## src/rtl/dpram_access_ctrl.sv

```systemverilog
// rtl/dpram_access_ctrl.sv - two-client scheduler for the 32Kx4 dual-port RAM
// Optional conflict counter port enabled by DPRAM_CTRL_STATS_EN.
module dpram_access_ctrl #(
  parameter int AW         = 15,
  parameter int DW         = 4,
  parameter int STARVE_MAX = 3
) (
  input  logic          clk,
  input  logic          rst,
  input  logic          c1_req,
  input  logic          c1_we,
  input  logic [AW-1:0] c1_addr,
  input  logic [DW-1:0] c1_wdata,
  input  logic          c2_req,
  input  logic          c2_we,
  input  logic [AW-1:0] c2_addr,
  input  logic [DW-1:0] c2_wdata,
  output logic          c1_ack,
  output logic          c2_ack,
  output logic          c1_rvalid,
  output logic          c2_rvalid,
  output logic [DW-1:0] c1_rdata,
  output logic [DW-1:0] c2_rdata,
  output logic          ram_rw_1,
  output logic          ram_rw_2,
  output logic [AW-1:0] ram_addr_1,
  output logic [AW-1:0] ram_addr_2,
  output logic [DW-1:0] ram_din_1,
  output logic [DW-1:0] ram_din_2,
  input  logic [DW-1:0] ram_dout_1,
  input  logic [DW-1:0] ram_dout_2
`ifdef DPRAM_CTRL_STATS_EN
  ,
  output logic [15:0]   conflict_cnt
`endif
);

  localparam int SW = $clog2(STARVE_MAX + 1);
  localparam logic [AW-1:0] ADDR_LSB = AW'(1);

  typedef enum logic {P1_PRI, P2_PRI} pri_e;

  pri_e          pri_q;
  logic [SW-1:0] starve_q;
  logic          same_addr, conflict, bcast, iss1, iss2;
  logic          rd1_pend_q, rd2_pend_q, rd2_src_q;

  always_comb begin
    same_addr = c1_req & c2_req & (c1_addr == c2_addr);
    conflict  = same_addr & (c1_we | c2_we);
    bcast     = same_addr & ~c1_we & ~c2_we;
    c1_ack    = ~rst & c1_req & ~(conflict & (pri_q == P2_PRI));
    c2_ack    = ~rst & c2_req & ~(conflict & (pri_q == P1_PRI));
    iss1      = c1_ack;
    // a broadcast read is served by port 1 alone
    iss2      = c2_ack & ~bcast;
  end

  // Unissued ports are parked on the neighbour address so the ports never collide.
  always_comb begin
    ram_rw_1   = 1'b0;
    ram_rw_2   = 1'b0;
    ram_din_1  = '0;
    ram_din_2  = '0;
    ram_addr_1 = c1_addr;
    ram_addr_2 = c1_addr ^ ADDR_LSB;
    if (iss1) begin
      ram_rw_1   = c1_we;
      ram_din_1  = c1_wdata;
      ram_addr_1 = c1_addr;
    end
    if (iss2) begin
      ram_rw_2   = c2_we;
      ram_din_2  = c2_wdata;
      ram_addr_2 = c2_addr;
      if (!iss1) ram_addr_1 = c2_addr ^ ADDR_LSB;
    end
  end

  always_ff @(posedge clk) begin
    if (rst) begin
      pri_q    <= P1_PRI;
      starve_q <= '0;
    end else begin
      case (pri_q)
        P1_PRI: begin
          if (conflict) begin
            if (starve_q == SW'(STARVE_MAX - 1)) pri_q <= P2_PRI;
            starve_q <= starve_q + 1'b1;
          end else if (c2_ack) begin
            starve_q <= '0;
          end
        end
        P2_PRI: begin
          if (c2_ack) begin
            pri_q    <= P1_PRI;
            starve_q <= '0;
          end
        end
        default: pri_q <= P1_PRI;
      endcase
    end
  end

  // Read data arrives one cycle after the RAM latches the address.
  always_ff @(posedge clk) begin
    if (rst) begin
      rd1_pend_q <= 1'b0;
      rd2_pend_q <= 1'b0;
      rd2_src_q  <= 1'b0;
      c1_rvalid  <= 1'b0;
      c2_rvalid  <= 1'b0;
      c1_rdata   <= '0;
      c2_rdata   <= '0;
    end else begin
      rd1_pend_q <= c1_ack & ~c1_we;
      rd2_pend_q <= c2_ack & ~c2_we;
      rd2_src_q  <= bcast;
      c1_rvalid  <= rd1_pend_q;
      c2_rvalid  <= rd2_pend_q;
      if (rd1_pend_q) c1_rdata <= ram_dout_1;
      if (rd2_pend_q) c2_rdata <= rd2_src_q ? ram_dout_1 : ram_dout_2;
    end
  end

`ifdef DPRAM_CTRL_STATS_EN
  always_ff @(posedge clk) begin
    if (rst) begin
      conflict_cnt <= '0;
    end else if (conflict && conflict_cnt != 16'hFFFF) begin
      conflict_cnt <= conflict_cnt + 16'd1;
    end
  end
`endif

endmodule
```

## config.mk

```make
export PLATFORM = sky130hd
export DESIGN_NAME = dpram_access_ctrl
export DESIGN_NICKNAME = d
export VERILOG_FILES = /design/src/rtl/dpram_access_ctrl.sv
export SDC_FILE = /design/constraint.sdc
export NUM_CORES = 1
export LEC_CHECK = 0
export CAP_MARGIN = 20
export CORE_ASPECT_RATIO = 1.25
export CORE_MARGIN = 2
export CORE_UTILIZATION = 35
export DETAILED_ROUTE_END_ITERATION = 10
export GPL_TIMING_DRIVEN = 0
export PLACE_DENSITY = 0.84
export SYNTH_ARGS = -nofsm -noshare
export SYNTH_HDL_FRONTEND = slang
export SYNTH_SLANG_ARGS = --single-unit
```

## constraint.sdc

```tcl
create_clock -name clk -period 2.25 [get_ports clk]
set_input_delay 0.3375 -clock clk [delete_from_list [all_inputs] [get_ports clk]]
set_output_delay 0.3375 -clock clk [all_outputs]
set_load 0.005 [all_outputs]
```

==> results of run 1 <==
==> cells by family (layout without fill, tap and decap cells) <==
family	count (synthesis)	count (layout)
simple gates	75	75
fa+ha+maj	1	1
compound gates	28	28
buf+inv	14	141
xor+xnor	15	15
flops	16	16
mux	23	23
==> sequential cells by signal, summed over array words and instances (netlist names) <==
name,cells
c2_rdata,4
rd1_pend_q,1
c1_rvalid,1
starve_q,2
c1_rdata,4
pri_q,1
rd2_src_q,1
rd2_pend_q,1
c2_rvalid,1
==> synth_stat cells <==
master	number	share of area [%]
nand4_1	1	0.42
mux2i_1	9	6.1
o211a_1	1	0.68
o21ai_0	1	0.34
a211oi_1	5	2.5
nor2_1	28	7.1
nand2_1	15	3.8
nor4_1	6	2.5
buf_6	2	1.5
and2_1	9	3.8
clkbuf_1	9	2.3
a221o_1	15	10
a22o_1	2	1.2
nor2b_1	3	1.3
and4_1	1	0.59
nand2b_1	2	0.84
a21oi_1	2	0.68
nand4_4	1	1.4
inv_1	3	0.76
dfxtp_1	16	22
or4b_1	1	0.68
a21oi_4	1	1.1
nor3b_1	1	0.51
nor4_4	4	5.7
nor3_1	3	1.0
ha_1	1	0.84
xor2_1	15	8.9
a21bo_4	1	1.1
mux2_2	14	11
==> metrics by stage <==
| stage | util [%] | cells | setup TNS (ns) | power [mW] | setup WS, ns |
|---|---|---|---|---|---|
| 2_1_floorplan | - | 172 | 0 | 0.448 | 0.150 |
| 3_3_place_gp | 63.3 | 330 | -35.05 | 0.686 | -1.02 |
| 3_5_place_dp | 63.3 | 330 | -35.50 | 0.688 | -1.02 |
| 4_1_cts | 72.1 | 354 | -0.564 | 0.975 | -0.138 |
| 5_1_grt | 74.3 | 355 | -5.28 | 1.04 | -0.216 |
| 6_report | 74.3 | 355 | -2.44 | 1.00 | -0.127 |
==> worst paths after layout <==
| check | depth (start not counted) | slack [ns] | end | start |
|---|---|---|---|---|
| worst max-delay path | 9 | -0.13 | ram_addr_2[10] | c2_addr[1] |
| worst min-delay path | 2 | 0.44 | c1_rvalid | rst |
| worst max register to register | 4 | 0.94 | rd1_pend_q | pri_q |
| worst min register to register | 2 | 0.48 | c2_rdata[2] | c2_rdata[2] |
==> power by group through the flow <==
stage	clock (mW)	combinational (mW)	sequential [mW]
after floorplan	0	0.146	0.302
after global placement	0	0.385	0.301
after detailed placement	0	0.387	0.302
after CTS	0.253	0.426	0.295
after global routing	0.262	0.486	0.296
final	0.250	0.458	0.295
==> worst max-delay path, stage by stage <==
cell and delay (ns):
buf_2 0.18, xor2_4 0.22, nor4_4 0.07, and4_1 0.23, a21oi_4 0.29, buf_6 0.16, buf_4 0.10, mux2_2 0.32
buf_2 0.12
==> layout make-up <==
class                      instances  area [µm²]
buffer                            10        58.8
multi-input combinational        142        1480
tap                               56        70.1
timing repair buffer             124        1030
sequential                        16         320
fill                             275        1040
clock buffer                       4        55.1
inverter                           3        11.3
==> repair_timing <==
item / CTS / global route
pin swaps: 47 / 6
gates cloned: 2 / 0
buffers inserted: 19 / 1
gates resized for setup: 375 / 20
setup endpoints to repair: 42 / 42
==> per-layer routing <==
metal / wire, µm / GRT usage [%]
met5: 0 / 0
met4: 172 / 8.67
met3: 280 / 3.23
met2: 3110 / 45.2
met1: 2080 / 23.1
==> cells in the final DEF, fill, tap and decap left out, types with 2 or more instances in the layout <==
master	n
clkdlybuf4s50_1	27
buf_4	15
a21oi_1	2
clkbuf_2	2
buf_8	4
and2_4	4
nor2_1	25
a221o_1	15
buf_2	42
mux2_2	14
clkbuf_8	4
and2_1	5
dfxtp_1	16
mux2i_1	9
buf_6	27
nand2_1	14
dlygate4sd2_1	5
nor4_4	8
nor2_2	2
nor2b_1	3
clkdlybuf4s15_1	2
inv_1	3
a22o_1	2
xor2_4	15
clkbuf_4	5
clkbuf_1	5
a211oi_1	5
nor3_1	3
==> tab_implementation.tex, run 1 <==
\begin{tabular}{lr}
\hline
Metric & Value \\
\hline
\multicolumn{2}{l}{\textbf{Cells and area}} \\
\quad Diode insertion count for antenna repair & 0 \\
\quad Fraction of final layout cells with drive strength greater than 1 & 50.2\% \\
\quad Final-stage net count & 353 \\
\quad Final standard cell area without fillers & 3020 µm² \\
\quad Growth of design area from synthesis to finish & 104\% \\
\multicolumn{2}{l}{\textbf{Place}} \\
\quad Dpl cell area & 2570 µm² \\
\quad Count of port buffers added during placement & 102 \\
\quad Final estimated routing congestion in global placement & 0.771 \\
\quad Placed wire-length estimate & 3660 µm \\
\multicolumn{2}{l}{\textbf{Synthesis}} \\
\quad Total of flip-flops plus latches after synthesis & 16 \\
\quad Synthesized-area fraction occupied by adder cells & 0.844\% \\
\quad Post-synthesis compound-gate area fraction & 17.7\% \\
\quad Cell area after technology mapping & 1480 µm² \\
\quad Post-synthesis share of cell area spent on xor and xnor gates & 8.86\% \\
\quad Syn\_area\_per\_cell & 8.62 µm² \\
\quad Multiplexer area fraction after synthesis & 16.7\% \\
\quad Yosys warning total & 0 \\
\quad Synth Net Count & 225 \\
\quad Register area share after synthesis & 21.6\% \\
\quad Count of unique library cells instantiated by Yosys & 29 \\
\quad Synthesized instance count & 172 \\
\quad Simple-gate area share of the yosys netlist & 29.7\% \\
\quad Main combinational cell family by area after synthesis & simple AND/OR/NAND/NOR gates \\
\multicolumn{2}{l}{\textbf{GRT}} \\
\quad Initial antenna violation count & 0 \\
\quad GRT Util Overall & 22.6\% \\
\quad Number of global-route vias before repair & 1881 \\
\quad Largest net degree at the start of global routing & 11 \\
\quad Total global routing overflow & 0 \\
\quad First-pass GRT wire length & 8820 µm \\
\multicolumn{2}{l}{\textbf{Routing}} \\
\quad First-pass iteration count of the detailed router & 4 \\
\quad Number of antenna-violating nets in the routed design & 0 \\
\quad Vias after detailed routing & 1867 \\
\quad Post-DR wirelength/cell & 15.9 µm \\
\quad Iteration-0 DRC Markers & 58 \\
\quad WL final & 5650 µm \\
\quad Via density & 5.26 \\
\quad DR DRC count & 0 \\
\multicolumn{2}{l}{\textbf{Timing}} \\
\quad Hold Fails Final Rpt & 0 \\
\quad Hold WS & 0.437 ns \\
\quad Final setup margin & -0.127 ns \\
\quad Max-slew headroom at the worst pin & 70.7\% \\
\quad Setup repair after global routing missed its margin & yes \\
\quad Number of setup violations in the final report & 39 \\
\quad Final Critical Period & 2.38 ns \\
\quad Worst-Margin Slew & 0.439 ns \\
\quad FMAX & 421 MHz \\
\quad Post-route clock period utilization & 106\% \\
\quad Final Max Tran Viols & 0 \\
\quad Worst-case clock skew & 0.00480 ns \\
\multicolumn{2}{l}{\textbf{Job}} \\
\quad Max-capacitance violation count & 0 \\
\multicolumn{2}{l}{\textbf{Clock tree}} \\
\quad Root buffer cell & clkbuf\_8 \\
\quad Count of hold-fix buffers inserted at cts & 0 \\
\quad H-tree depth & 1 \\
\quad Clk\_lat worst skew & 0.25 ns \\
\quad Count of clock tree sinks & 16 \\
\quad Cts bufs inserted & 3 \\
\quad Clock input transition at the sequential cells of the worst setup and hold paths & 0.06 ns \\
\quad Clock tree from TritonCTS & done \\
\quad Maximum number of buffers from clock root to sink & 2 \\
\multicolumn{2}{l}{\textbf{Critical path}} \\
\quad CP arrival & 2.04 ns \\
\quad Kind of end point of the critical path & output port \\
\quad Maximum fanout count along the critical path & 5 \\
\quad Worst setup path class & primary input to output port \\
\quad Kind of start point of the critical path & primary input \\
\quad Required time of the critical path & 1.91 ns \\
\multicolumn{2}{l}{\textbf{Pwr}} \\
\quad VDD IR-drop max & 0.000217 V \\
\quad Sw frac & 30.6\% \\
\quad Pwr Density & 332 nW/µm² \\
\quad Part of the power in combinational logic & 45.6\% \\
\quad NetSw & 0.307 mW \\
\quad Cell-internal power & 0.696 mW \\
\quad Sequential group share of total power & 29.4\% \\
\quad Part of the total power dissipated in the clock network & 24.9\% \\
\quad Pleak & 1.18 nW \\
\multicolumn{2}{l}{\textbf{Floorplan}} \\
\quad Height of the die & 76.8 µm \\
\quad Top-level I/O count & 104 \\
\quad Standard cell core area & 4070 µm² \\
\quad Die Area & 4780 µm² \\
\quad Initial Util & 36.5\% \\
\quad Die width & 62.2 µm \\
\quad Number of cell rows & 26 \\
\multicolumn{2}{l}{\textbf{Outcome}} \\
\quad Violated checks & setup timing \\
\quad Run status & finished, violations left \\
\multicolumn{2}{l}{\textbf{Worst hold path}} \\
\quad Hold crit path type & primary input to flip-flop \\
\hline
\end{tabular}
No activity file was read; power rests on OpenSTA's default activity.
==> run 2, diff against run 1 <==
--- a/config.mk
+++ b/config.mk
@@ -11,6 +11,7 @@
 export CORE_UTILIZATION = 35
 export DETAILED_ROUTE_END_ITERATION = 10
 export GPL_TIMING_DRIVEN = 0
+export MAX_ROUTING_LAYER = met4
 export PLACE_DENSITY = 0.84
 export SYNTH_ARGS = -nofsm -noshare
 export SYNTH_HDL_FRONTEND = slang
==> run 2 against run 1 <==
  * The run still ends with setup timing left
  * Via count decreased by 0.96%
  * Setup slack better by 0.0075 ns
  * Register-to-register slack hardly changed
  * Count of clock-buffer cells in the layout stayed put
  * Sequential share of layout area did not move
  * Non-clock buffer count did not move
  * Sequential power about the same
  * Maximum frequency rose by 0.32%
  * Clock skew barely moved
  * Power shrank 0.25%
  * Final area unchanged
  * Critical path depth did not move
  * Critical endpoint unchanged
  * Largest cell class unchanged
==> tab_implementation.tex, run 2 (synthesis results as in run 1) <==
\begin{tabular}{lr}
\hline
Metric & Value \\
\hline
\multicolumn{2}{l}{\textbf{Timing}} \\
\quad Final Max Tran Viols & 0 \\
\quad Number of setup violations in the final report & 39 \\
\quad Final setup margin & -0.119 ns \\
\quad Final Critical Period & 2.37 ns \\
\quad TNS Setup & -2.53 ns \\
\quad Worst-Margin Slew & 0.442 ns \\
\quad Worst-case clock skew & 0.00475 ns \\
\quad Max-slew headroom at the worst pin & 70.5\% \\
\quad Hold Fails Final Rpt & 0 \\
\quad Setup repair after global routing missed its margin & yes \\
\quad Post-route clock period utilization & 105\% \\
\quad FMAX & 422 MHz \\
\multicolumn{2}{l}{\textbf{Routing}} \\
\quad Number of antenna-violating nets in the routed design & 0 \\
\quad Via density & 5.21 \\
\quad Iteration-0 DRC Markers & 62 \\
\quad Vias after detailed routing & 1849 \\
\quad DR DRC count & 0 \\
\quad WL final & 5640 µm \\
\quad First-pass iteration count of the detailed router & 4 \\
\quad Post-DR wirelength/cell & 15.9 µm \\
\multicolumn{2}{l}{\textbf{Cells and area}} \\
\quad Fraction of final layout cells with drive strength greater than 1 & 50.2\% \\
\quad FF+latch area & 320 µm² \\
\quad Most used cells in the layout excluding fill and tap cells & 42 x buf\_2, 27 x buf\_6, 27 x clkdlybuf4s50\_1 \\
\quad Largest registers in the final layout & c1\_rdata x4, c2\_rdata x4, starve\_q x2 \\
\quad Final standard cell area without fillers & 3020 µm² \\
\quad Area occupied by multi-input gates & 1480 µm² \\
\quad Final-stage net count & 353 \\
\quad Diode insertion count for antenna repair & 0 \\
\quad Growth of design area from synthesis to finish & 104\% \\
\quad Util after Layout & 74.3\% \\
\quad Most frequent standard cell in the layout excluding fill and tap cells & buf\_2 \\
\quad Fill count & 275 \\
\multicolumn{2}{l}{\textbf{Clock tree}} \\
\quad Clock tree from TritonCTS & done \\
\quad Count of clock tree sinks & 16 \\
\quad Cts bufs inserted & 3 \\
\quad H-tree depth & 1 \\
\quad Maximum number of buffers from clock root to sink & 2 \\
\quad Clk\_lat worst skew & 0.24 ns \\
\quad Root buffer cell & clkbuf\_8 \\
\quad Clock input transition at the sequential cells of the worst setup and hold paths & 0.06 ns \\
\quad Count of hold-fix buffers inserted at cts & 0 \\
\multicolumn{2}{l}{\textbf{Critical path}} \\
\quad CP arrival & 2.03 ns \\
\quad Crit path capture & ram\_addr\_2[10] \\
\quad Required time of the critical path & 1.91 ns \\
\quad Worst setup startpoint & c2\_addr[1] \\
\quad End of the worst register-to-register path & rd1\_pend\_q \\
\quad Kind of start point of the critical path & primary input \\
\quad Kind of end point of the critical path & output port \\
\quad Source of the worst register-to-register timing path & pri\_q \\
\quad Maximum fanout count along the critical path & 5 \\
\quad Register-to-Register Setup Slack & 0.94 ns \\
\quad Worst setup path class & primary input to output port \\
\quad Worst reg-to-reg path cell count & 4 \\
\multicolumn{2}{l}{\textbf{GRT}} \\
\quad Total global routing overflow & 0 \\
\quad GRT Util Overall & 23.2\% \\
\quad Number of global-route vias before repair & 1885 \\
\quad First-pass GRT wire length & 8800 µm \\
\quad Largest net degree at the start of global routing & 11 \\
\quad Initial antenna violation count & 0 \\
\multicolumn{2}{l}{\textbf{Pwr}} \\
\quad VDD IR-drop max & 0.000213 V \\
\quad Pleak & 1.18 nW \\
\quad Pwr Density & 331 nW/µm² \\
\multicolumn{2}{l}{\textbf{Floorplan}} \\
\quad Die width & 62.2 µm \\
\quad Top-level I/O count & 104 \\
\quad Die Area & 4780 µm² \\
\quad Number of cell rows & 26 \\
\quad Height of the die & 76.8 µm \\
\quad Initial Util & 36.5\% \\
\quad Standard cell core area & 4070 µm² \\
\multicolumn{2}{l}{\textbf{Outcome}} \\
\quad Run status & finished, violations left \\
\quad Violated checks & setup timing \\
\multicolumn{2}{l}{\textbf{Job}} \\
\quad Max-capacitance violation count & 0 \\
\multicolumn{2}{l}{\textbf{Place}} \\
\quad Dpl cell area & 2570 µm² \\
\quad Final estimated routing congestion in global placement & 0.781 \\
\quad Setup Slack @ Placement & -1.02 ns \\
\quad Placed wire-length estimate & 3660 µm \\
\quad Count of port buffers added during placement & 102 \\
\multicolumn{2}{l}{\textbf{Worst hold path}} \\
\quad Hold crit path type & primary input to flip-flop \\
\hline
\end{tabular}
==> run 2: cell counts in the layout (fill, tap and decap cells not counted) <==
No cell type changed its count.
==> run 2: metrics by stage <==
| step | hold WS [ns] | total power, mW | cells |
|---|---|---|---|
| 6_report | 0.442 | 1.00 | 355 |
| 5_1_grt | 0.471 | 1.04 | 355 |
| 4_1_cts | 0.421 | 0.975 | 354 |
| 3_5_place_dp | 0.476 | 0.688 | 330 |
| 3_3_place_gp | 0.471 | 0.686 | 330 |
| 2_1_floorplan | 0.409 | 0.448 | 172 |
==> run 2: how the worst min path moves through the flow <==
stage                start          end  slack, ns  depth (start not counted)
6_report               rst    c1_rvalid       0.44                          2
5_1_grt             c2_req        pri_q       0.47                          3
3_3_place_gp   c2_rdata[1]  c2_rdata[1]       0.47                          2
4_1_cts                rst    c1_rvalid       0.42                          2
3_5_place_dp   c2_rdata[0]  c2_rdata[0]       0.48                          2
2_1_floorplan        c1_we   rd1_pend_q       0.41                          1
==> run 2: layout make-up <==
class / count / share of cell area (%)
multi-input cells: 142 / 48.9
repair buffers: 124 / 34.0
plain buffers: 10 / 1.95
flip-flops and latches: 16 / 10.6
inverters: 3 / 0.373
clock buffers: 4 / 1.82
well taps: 56 / 2.32
==> run 2: report_power, final <==
| group | switching (mW) | internal [mW] |
|---|---|---|
| Clock | 0.0923 | 0.155 |
| Combinational | 0.209 | 0.249 |
| Sequential | 0.00337 | 0.292 |
==> run 2: worst max-delay path, stage by stage <==
cell and delay, ns:
buf_2 0.17, xor2_4 0.22, nor4_4 0.07, and4_1 0.23, a21oi_4 0.29, buf_6 0.16
buf_4 0.10, mux2_2 0.32, buf_2 0.12
==> run 2: timing repair <==
| item | in CTS | in global routing |
|---|---|---|
| pin swaps | 47 | 6 |
| gates resized for setup | 375 | 20 |
| setup buffers | 19 | 1 |
| setup endpoints to repair | 42 | 42 |
| endpoints found under the hold margin | 0 | 0 |
| gates cloned | 2 | 0 |
==> run 2: metal layers <==
metal  GRT usage, %  routed length (µm)
met4           8.67                 141
met3           2.20                 212
met1           23.6                2150
met5              -                   0
met2           45.2                3140
==> run 3, diff against run 2 <==
--- a/config.mk
+++ b/config.mk
@@ -7,7 +7,6 @@
 export LEC_CHECK = 0
 export CAP_MARGIN = 20
 export CORE_ASPECT_RATIO = 1.25
-export CORE_MARGIN = 2
 export CORE_UTILIZATION = 35
 export DETAILED_ROUTE_END_ITERATION = 10
 export GPL_TIMING_DRIVEN = 0
==> run 3 against run 2 <==
  * The flow still finishes with violations (setup timing)
  * Critical path type unchanged
  * Clock skew fell by 0.0013 ns
  * Die area fell by 5.7%
  * Setup slack got worse by 0.041 ns
  * Largest cell class unchanged
  * Power rose by 4.3%
  * Flip-flop and latch count did not move
  * Core utilization rose by 3.5 points
  * Routed wire length rose by 11%
  * Maximum frequency fell by 1.7%
  * Largest power group unchanged
  * Register-to-register slack got worse by 0.06 ns
  * First-iteration DRC count rose by 35%
  * Highest routed layer unchanged
  * Sequential share of layout area fell by 0.48 points
  * Count of clock-buffer cells in the layout did not move
==> tab_implementation.tex, run 3 (synthesis results as in run 1) <==
\begin{tabular}{lr}
\hline
Metric & Value \\
\hline
\multicolumn{2}{l}{\textbf{Cells and area}} \\
\quad Most frequent standard cell in the layout excluding fill and tap cells & buf\_6 \\
\quad Final standard cell area without fillers & 3170 µm² \\
\quad Fraction of final layout cells with drive strength greater than 1 & 53.3\% \\
\quad Largest registers in the final layout & c1\_rdata x4, c2\_rdata x4, starve\_q x2 \\
\quad Final-stage net count & 360 \\
\quad Util after Layout & 77.8\% \\
\quad Diode insertion count for antenna repair & 0 \\
\quad Most used cells in the layout excluding fill and tap cells & 42 x buf\_6, 31 x buf\_2, 27 x nor2\_1 \\
\quad Growth of design area from synthesis to finish & 114\% \\
\multicolumn{2}{l}{\textbf{Worst hold path}} \\
\quad Hold crit path type & primary input to flip-flop \\
\quad Startpoint of the most critical hold path & rst \\
\quad End point of the worst hold path & c1\_rvalid \\
\quad Hold Path Cell Cnt & 2 \\
\multicolumn{2}{l}{\textbf{Critical path}} \\
\quad Slowest-stage cell, CP & nor4\_4 \\
\quad Source of the worst register-to-register timing path & pri\_q \\
\quad Register-to-Register Setup Slack & 0.88 ns \\
\quad Kind of end point of the critical path & output port \\
\quad Kind of start point of the critical path & primary input \\
\quad Cells along the critical path & buf\_12 -> xor2\_4 -> nor4\_4 -> and4\_1 -> a21oi\_4 -> buf\_6 -> buf\_6 -> mux2\_4 -> buf\_6 \\
\quad CP top delay family & simple AND/OR/NAND/NOR gates \\
\quad Worst setup path class & primary input to output port \\
\quad Largest stage delay, worst path & 0.34 ns \\
\quad End of the worst register-to-register path & rd1\_pend\_q \\
\quad CP most frequent cell & buf\_6 \\
\quad CP arrival & 2.07 ns \\
\quad Buffers and inverters on the worst path & 4 \\
\quad Required time of the critical path & 1.91 ns \\
\quad Maximum fanout count along the critical path & 6 \\
\quad Worst reg-to-reg path cell count & 4 \\
\multicolumn{2}{l}{\textbf{Routing}} \\
\quad Number of antenna-violating nets in the routed design & 0 \\
\quad First-pass iteration count of the detailed router & 4 \\
\quad WL final & 6250 µm \\
\quad DR DRC count & 0 \\
\quad Post-DR wirelength/cell & 17.3 µm \\
\quad Iteration-0 DRC Markers & 84 \\
\quad Via density & 5.27 \\
\quad Vias after detailed routing & 1909 \\
\multicolumn{2}{l}{\textbf{Floorplan}} \\
\quad Height of the die & 74.8 µm \\
\quad Standard cell core area & 4070 µm² \\
\quad Initial Util & 36.5\% \\
\quad Top-level I/O count & 104 \\
\quad Die width & 60.2 µm \\
\quad Number of cell rows & 26 \\
\quad Die Area & 4500 µm² \\
\multicolumn{2}{l}{\textbf{Clock tree}} \\
\quad Clock tree from TritonCTS & done \\
\quad Clk\_lat worst skew & 0.26 ns \\
\quad Cts bufs inserted & 3 \\
\quad Count of clock tree sinks & 16 \\
\quad Maximum number of buffers from clock root to sink & 2 \\
\quad H-tree depth & 1 \\
\quad Clock input transition at the sequential cells of the worst setup and hold paths & 0.06 ns \\
\quad Root buffer cell & clkbuf\_8 \\
\quad Count of hold-fix buffers inserted at cts & 0 \\
\multicolumn{2}{l}{\textbf{Timing}} \\
\quad FMAX & 415 MHz \\
\quad Final Max Tran Viols & 0 \\
\quad Worst-case clock skew & 0.00341 ns \\
\quad Number of setup violations in the final report & 34 \\
\quad Final setup margin & -0.160 ns \\
\quad Post-route clock period utilization & 107\% \\
\quad Setup repair after global routing missed its margin & yes \\
\quad Final Critical Period & 2.41 ns \\
\quad Hold WS & 0.437 ns \\
\quad Max-slew headroom at the worst pin & 68.5\% \\
\quad TNS Setup & -3.22 ns \\
\quad Hold Fails Final Rpt & 0 \\
\quad Worst-Margin Slew & 0.473 ns \\
\multicolumn{2}{l}{\textbf{Place}} \\
\quad Dpl cell area & 2570 µm² \\
\quad Final estimated routing congestion in global placement & 0.740 \\
\quad Count of port buffers added during placement & 102 \\
\quad Placed wire-length estimate & 3720 µm \\
\multicolumn{2}{l}{\textbf{GRT}} \\
\quad Total global routing overflow & 0 \\
\quad Largest net degree at the start of global routing & 11 \\
\quad First-pass GRT wire length & 8740 µm \\
\quad GRT Util Overall & 26.7\% \\
\quad Initial antenna violation count & 0 \\
\quad Number of global-route vias before repair & 1867 \\
\multicolumn{2}{l}{\textbf{Pwr}} \\
\quad Pwr Density & 330 nW/µm² \\
\quad VDD IR-drop max & 0.000149 V \\
\quad Pleak & 1.27 nW \\
\multicolumn{2}{l}{\textbf{Outcome}} \\
\quad Run status & finished, violations left \\
\quad Violated checks & setup timing \\
\multicolumn{2}{l}{\textbf{Job}} \\
\quad Max-capacitance violation count & 0 \\
\hline
\end{tabular}
==> run 3: changes by cell type in the layout (fill, tap and decap cells not counted), sizes merged <==
| cell | previous run | this run |
|---|---|---|
| dlygate4sd2 | 5 | 2 |
| clkbuf | 16 | 19 |
| clkdlybuf4s50 | 27 | 26 |
| clkdlybuf4s15 | 2 | 1 |
| buf | 88 | 96 |
| dlymetal6s2s | 0 | 1 |
==> run 3: metrics by stage <==
step | std cells | total power, mW | setup WS (ns)
floorplan | 172 | 0.448 | 0.150
global placement | 330 | 0.685 | -1.05
detailed placement | 330 | 0.690 | -1.08
CTS | 358 | 0.995 | -0.148
global route | 362 | 1.08 | -0.304
finish | 362 | 1.04 | -0.160
==> run 3: how the worst max path moves through the flow <==
stage                      from             end  slack (ns)  depth (start not counted)
floorplan           c2_addr[14]  ram_addr_1[10]        0.15                          6
global placement     c2_addr[5]  ram_addr_2[10]       -1.05                          8
detailed placement   c2_addr[5]  ram_addr_2[13]       -1.08                          8
CTS                 c1_addr[11]        ram_rw_2       -0.15                          8
global route         c1_addr[7]   ram_addr_1[0]       -0.30                          9
finish              c2_addr[11]   ram_addr_2[2]       -0.16                          9
==> run 3: cell type report <==
cell class	count	area [µm²]
multi-input cells	142	1480
repair buffers	132	1180
fillers	258	901
flip-flops and latches	16	320
well taps	56	70.1
clock buffers	4	55.1
plain buffers	9	53.8
inverters	3	11.3
==> run 3: where the power goes <==
group          internal [mW]  total (mW)  switching (mW)
clock network          0.156       0.258           0.102
registers              0.292       0.296         0.00387
logic                  0.276       0.490           0.214
==> run 3: what timing repair did <==
action | 4_1_cts | 5_1_grt
gates resized for setup | 372 | 63
pin swaps | 45 | 16
setup buffers | 26 | 6
hold endpoints to repair | 0 | 0
endpoints found under the setup margin | 42 | 42
cloned | 2 | 0
==> run 3: routing by layer <==
| layer | vias up | part of all wire [%] | global-route usage (%) |
|---|---|---|---|
| met5 | - | 0 | - |
| met4 | 0 | 3.1 | 16.5 |
| met3 | 21 | 4.6 | 3.09 |
| met2 | 91 | 57 | 49.0 |
| met1 | 915 | 35 | 26.2 |
| li1 | 882 | - | - |
